===== src/rtl/gnrl_pipe_dffl_if.sv =====
// Handshake bundle for gnrl_pipe_dffl: upstream valid/ready/data, downstream
// valid/ready/data and the occupancy count.
interface gnrl_pipe_dffl_if #(
  parameter int unsigned DW    = 32,
  parameter int unsigned DEPTH = 2
);
  localparam int unsigned CW = $clog2(DEPTH + 1);

  logic          i_vld;
  logic          i_rdy;
  logic [DW-1:0] i_dat;
  logic          o_vld;
  logic          o_rdy;
  logic [DW-1:0] o_dat;
  logic [CW-1:0] cnt;

  // Environment side: produces input words and downstream ready
  modport master (
    output i_vld, i_dat, o_rdy,
    input  i_rdy, o_vld, o_dat, cnt
  );

  // Pipeline side
  modport slave (
    input  i_vld, i_dat, o_rdy,
    output i_rdy, o_vld, o_dat, cnt
  );
endinterface


===== src/rtl/gnrl_pipe_dffl.sv =====
// Bubble-collapsing valid/ready register pipeline with load-enabled data stages.
// Optional occupancy counter is built only when GNRL_PIPE_CNT_EN is defined.
module gnrl_pipe_dffl #(
  parameter int unsigned   DW      = 32,
  parameter int unsigned   DEPTH   = 2,
  parameter logic [DW-1:0] RST_VAL = {DW{1'b0}}
) (
  input  logic            clk,
  input  logic            rst,
  input  logic            flush,
  gnrl_pipe_dffl_if.slave pif
);
  localparam int unsigned CW = $clog2(DEPTH + 1);

  if (DW < 1 || DW > 256) begin : g_bad_dw
    $error("gnrl_pipe_dffl: DW out of range");
  end
  if (DEPTH < 1 || DEPTH > 8) begin : g_bad_depth
    $error("gnrl_pipe_dffl: DEPTH out of range");
  end

  logic [DEPTH-1:0] vld;
  logic [DEPTH-1:0] vld_nxt;
  logic [DEPTH-1:0] can_load;
  logic [DEPTH-1:0] load;
  logic [DEPTH-1:0] move;
  logic [DW-1:0]    dat [DEPTH];
  logic             in_rdy;

  // Ready chain from the output back to stage 0; a stage frees up when its
  // occupant moves on, so bubbles collapse within a single cycle.
  always_comb begin
    can_load            = '0;
    can_load[DEPTH-1]   = ~vld[DEPTH-1] | pif.o_rdy;
    for (int k = int'(DEPTH) - 2; k >= 0; k--) begin
      can_load[k] = ~vld[k] | can_load[k+1];
    end
  end

  assign in_rdy = can_load[0] & ~flush;

  // Per-stage load / move-out decisions and next valid vector
  always_comb begin
    load    = '0;
    move    = '0;
    load[0] = pif.i_vld & in_rdy;
    for (int k = 1; k < int'(DEPTH); k++) begin
      load[k] = vld[k-1] & can_load[k];
    end
    for (int k = 0; k < int'(DEPTH) - 1; k++) begin
      move[k] = vld[k] & can_load[k+1];
    end
    move[DEPTH-1] = vld[DEPTH-1] & pif.o_rdy;
    vld_nxt       = load | (vld & ~move);
    if (flush) begin
      vld_nxt = '0;
    end
  end

  always_ff @(posedge clk) begin
    if (rst) begin
      vld <= '0;
    end else begin
      vld <= vld_nxt;
    end
  end

  // Data only moves on a stage load; flush leaves the words in place
  always_ff @(posedge clk) begin
    if (rst) begin
      for (int k = 0; k < int'(DEPTH); k++) begin
        dat[k] <= RST_VAL;
      end
    end else if (!flush) begin
      if (load[0]) begin
        dat[0] <= pif.i_dat;
      end
      for (int k = 1; k < int'(DEPTH); k++) begin
        if (load[k]) begin
          dat[k] <= dat[k-1];
        end
      end
    end
  end

  assign pif.i_rdy = in_rdy;
  assign pif.o_vld = vld[DEPTH-1];
  assign pif.o_dat = dat[DEPTH-1];

`ifdef GNRL_PIPE_CNT_EN
  logic [CW-1:0] pop;
  logic [CW-1:0] cnt_q;

  // Population count of the next valid vector, registered with it
  always_comb begin
    pop = '0;
    for (int k = 0; k < int'(DEPTH); k++) begin
      pop = pop + CW'(vld_nxt[k]);
    end
  end

  always_ff @(posedge clk) begin
    if (rst) begin
      cnt_q <= '0;
    end else begin
      cnt_q <= pop;
    end
  end

  assign pif.cnt = cnt_q;
`else
  assign pif.cnt = '0;
`endif

endmodule

===== src/flat_wrapper.sv =====
// flat-port wrapper written by rule: the top's interface ports become plain ports
module gnrl_pipe_dffl_flat 
#(
  parameter int unsigned   DW      = 32,
  parameter int unsigned   DEPTH   = 2,
  parameter logic [DW-1:0] RST_VAL = {DW{1'b0}}
)
  (clk, rst, flush, pif_i_vld, pif_i_dat, pif_o_rdy, pif_i_rdy, pif_o_vld, pif_o_dat, pif_cnt);
  gnrl_pipe_dffl_if #(.DW(DW), .DEPTH(DEPTH)) pif_i ();
  input  logic clk;
  input  logic rst;
  input  logic flush;
  input wire logic [$bits(pif_i.i_vld)-1:0] pif_i_vld;
  input wire logic [$bits(pif_i.i_dat)-1:0] pif_i_dat;
  input wire logic [$bits(pif_i.o_rdy)-1:0] pif_o_rdy;
  output wire logic [$bits(pif_i.i_rdy)-1:0] pif_i_rdy;
  output wire logic [$bits(pif_i.o_vld)-1:0] pif_o_vld;
  output wire logic [$bits(pif_i.o_dat)-1:0] pif_o_dat;
  output wire logic [$bits(pif_i.cnt)-1:0] pif_cnt;
  assign pif_i.i_vld = pif_i_vld;
  assign pif_i.i_dat = pif_i_dat;
  assign pif_i.o_rdy = pif_o_rdy;
  assign pif_i_rdy = pif_i.i_rdy;
  assign pif_o_vld = pif_i.o_vld;
  assign pif_o_dat = pif_i.o_dat;
  assign pif_cnt = pif_i.cnt;
  gnrl_pipe_dffl #(.DW(DW), .DEPTH(DEPTH), .RST_VAL(RST_VAL)) u_core (.clk(clk), .rst(rst), .flush(flush), .pif(pif_i));
endmodule

===== config.mk =====
export PLATFORM = sky130hd
export DESIGN_NAME = gnrl_pipe_dffl_flat
export DESIGN_NICKNAME = d
export VERILOG_FILES = /design/src/rtl/gnrl_pipe_dffl_if.sv /design/src/rtl/gnrl_pipe_dffl.sv /design/src/flat_wrapper.sv
export SDC_FILE = /design/constraint.sdc
export NUM_CORES = 1
export LEC_CHECK = 0
export BUFFER_PORTS_ARGS = -buffer_cell sky130_fd_sc_hd__buf_2
export CAP_MARGIN = 20
export CORE_MARGIN = 2
export CORE_UTILIZATION = 45
export CTS_CLUSTER_DIAMETER = 150
export DETAILED_ROUTE_END_ITERATION = 10
export PLACE_DENSITY = 0.68
export SLEW_MARGIN = 10
export SYNTH_ARGS = -nofsm -noshare
export SYNTH_HDL_FRONTEND = slang
export SYNTH_SLANG_ARGS = --single-unit

===== constraint.sdc =====
create_clock -name clk -period 3.5 [get_ports clk]
set_clock_uncertainty 0.05 [all_clocks]
set_input_delay 0.175 -clock clk [delete_from_list [all_inputs] [get_ports clk]]
set_output_delay 0.175 -clock clk [all_outputs]
set_load 0.1 [all_outputs]

==> results.md <==
- Worst-Skew Late Latency: 330 ps
- Pleak: 0.00122 µW
- Max_cap viols: 0
- Die area: 0.00777 mm²
- Initial antenna violation count: 0
- CTS tree: built
- CP max-delay cell: and3b_4
- Fin crit share: 56.1%
- FF-to-FF End: u_core.dat[0][13]$_SDFFCE_PN0P_
- Die height: roughly 88 µm
- Hold_buf cts: 0
- Maximum VDD drop: between 0.2 and 0.25 mV
- Final hold violation count: 0
- Seq/Total Area, Yosys: 61.6%
- # clock sinks: 66
- CTS root buf: clkbuf_8
- I/O pins: 73
- GRT overflow: 0
- Post CTS Setup Buffer Count: 0
- Post-layout net count: 264
- N_diodes: 0
- Largest net degree at the start of global routing: 67
- Die width: slightly below 90 µm
- Worst hold-check path type: primary input to flop
- Via count: 1,696
- CP arrival: 1950 ps
- Post-route minimum period: 1960 ps
- Critical Path RT: between 3000 and 4000 ps
- CP cell instances: and3b_4, buf_4, nor4b_1
- Iteration-0 DRC Markers: 121
- Final instance area: 0.00348 mm²
- Hold endpoint: u_core.vld[0]$_SDFF_PP0_
- Setup slack at placement: 1540 ps
- Routed WL: 5.03 mm
- Worst Reg-to-Reg Cells: 3
- RSZ-0062 raised after global routing: no
- Inst Count DP: 312
- Non-Filler Instances: 327
- Setup crit start kind: flop
- Reg2reg start: u_core.vld[0]$_SDFF_PP0_
- Slowest stage delay, CP: ~520 ps
- TritonCTS Buffers: 9
- Cts repair resizes: 0
- Yosys warns: 0
- WL/cell: 15.4 µm
- Core region area: 0.00683 mm²
- Vias in the first global route: 1,626
- DR vias/cell: 5.19
- Fin. max-slew vios: 0
- Drt first pass iters: 4
- Yosys reg bits: 66
- Dpl cell area: between 0.003 and 0.004 mm²
- Average size of a mapped cell: 16.1 µm²
- Unique masters post-synth: 18
- Cells after Synth: between 150 and 200
- Final setup violating endpoints: 0
- Global-route wire length before repair: about 8 mm
- Cell Area, Synth: between 0.003 and 0.004 mm²
- Gpl congestion: 0.749
- Crit-path max FO: 38
- CP endpoint kind: flop
- Starting density of the core: 46.6%
- CTS clk-pin slew, worst paths: approximately 70 ps
- Total number of H-tree levels: 3
- Final WS setup: 1540 ps
- GRT Util Overall: 13.8%
- Worst Hold Launch: pif_i_vld
- Row count: 30
- Total negative slack: 0 ps
- Flop-to-flop setup slack: 1540 ps
- Share of layout cells above drive strength 1: roughly half
- Status: finished, final reports clean
- Hold-critical path depth: 2
- Worst Setup Path Type: flop to flop
- Residual DRC count: 0
- Slew @ Worst Pin: roughly 940 ps
- CTS Buffer Depth: 2
- DRT antenna net count: 0
- # port buffers: 70
- Area Overhead vs Synth: 9.07%
- F_max: 509 MHz
- Slew headroom: 37.1%
- Pwr per Cell Area: 518 mW/mm²
==> per-layer routing <==
metal	global-route usage [%]	vias to the layer above	routed length (µm)
li1	-	797	-
met2	22.1	55	2620
met5	0	-	0
met3	4.52	6	297
met4	7.16	0	76
met1	16.7	838	2040
==> worst max-delay path: cells and delay by family (launching register included) <==
family	cells	cell delay, ps
buffers and inverters	1	520
and+or+nand+nor	2	650
DFF	1	420
==> registers in the layout (all words and copies together), names as in the netlist <==
signal,flops
u_core.vld,2
u_core.dat,64
==> cell type report <==
class                           instances  area (µm²)
Fill cell                             599        3360
Clock buffer                           10         128
Timing Repair Buffer                   72         365
Clock inverter                          5        46.3
Inverter                                2        7.51
Sequential cell                        66        1960
Multi-Input combinational cell         76         847
Tap cell                               96         120
==> metrics by stage <==
step	hold WS, ps	total power, µW	utilization (%)
3_5_place_dp	425	1230	48.3
3_3_place_gp	421	1230	48.3
6_report	87.4	1800	50.9
5_1_grt	85.9	1870	50.9
2_1_floorplan	267	1210	-
4_1_cts	74.1	1820	50.9
==> cell families (layout without fill, tap and decap cells) <==
group | count (synthesis) | count (layout) | share of synthesized area (%)
AO/OA/AOI/OAI | 4 | 4 | 0.982
buffers and inverters | 57 | 89 | 12.8
flip-flops | 66 | 66 | 61.6
other | 1 | 2 | 0.118
AND/OR/NAND/NOR | 70 | 70 | 24.6
==> placed cells by master (no fill, tap or decap) <==
cell        n
or2_4       1
buf_2      70
a31o_2      1
bufinv_16   1
a21oi_1     1
clkinv_1    3
o21ba_2     1
inv_1       2
buf_4       2
clkbuf_8    9
nand2b_1    2
edfxtp_1   64
nor2_1      1
o21bai_4    1
clkinv_2    1
conb_1      2
and3b_4     1
dfxtp_1     2
nor4b_1    34
clkbuf_1    1
nor4b_2    30
nor2_4      1
==> synth_stat cells <==
cell | count | area (µm²)
clkbuf_1 | 6 | 22.5
inv_1 | 2 | 7.51
o21bai_1 | 1 | 7.51
dfxtp_1 | 2 | 40.0
o21ba_2 | 1 | 10.0
buf_6 | 7 | 78.8
or2_1 | 1 | 6.26
nor4b_2 | 30 | 450
a21oi_1 | 1 | 5.00
nor2_1 | 2 | 7.51
buf_4 | 35 | 263
nand2b_1 | 2 | 12.5
conb_1 | 1 | 3.75
edfxtp_1 | 64 | 1920
nor4b_1 | 34 | 298
a31o_2 | 1 | 8.76
buf_2 | 7 | 35.0
and3b_1 | 1 | 8.76
==> where the power goes <==
group	internal, µW	switching [µW]
Sequential	917	10.5
Combinational	57.7	230
Clock	317	267
==> how the worst max path moves through the flow <==
| stage | to | slack [ps] | depth (start not counted) | start |
|---|---|---|---|---|
| after floorplan | u_core.dat[0][0]$_SDFFCE_PN0P_ | 120 | 5 | u_core.vld[1]$_SDFF_PP0_ |
| after global placement | u_core.dat[0][54]$_SDFFCE_PN0P_ | 1600 | 3 | u_core.vld[0]$_SDFF_PP0_ |
| after detailed placement | u_core.dat[0][13]$_SDFFCE_PN0P_ | 1540 | 3 | u_core.vld[0]$_SDFF_PP0_ |
| after CTS | u_core.dat[0][56]$_SDFFCE_PN0P_ | 1530 | 3 | u_core.vld[0]$_SDFF_PP0_ |
| after global routing | u_core.dat[0][56]$_SDFFCE_PN0P_ | 1450 | 3 | u_core.vld[0]$_SDFF_PP0_ |
| final | u_core.dat[0][13]$_SDFFCE_PN0P_ | 1540 | 3 | u_core.vld[0]$_SDFF_PP0_ |
No activity file was read; power rests on OpenSTA's default activity.
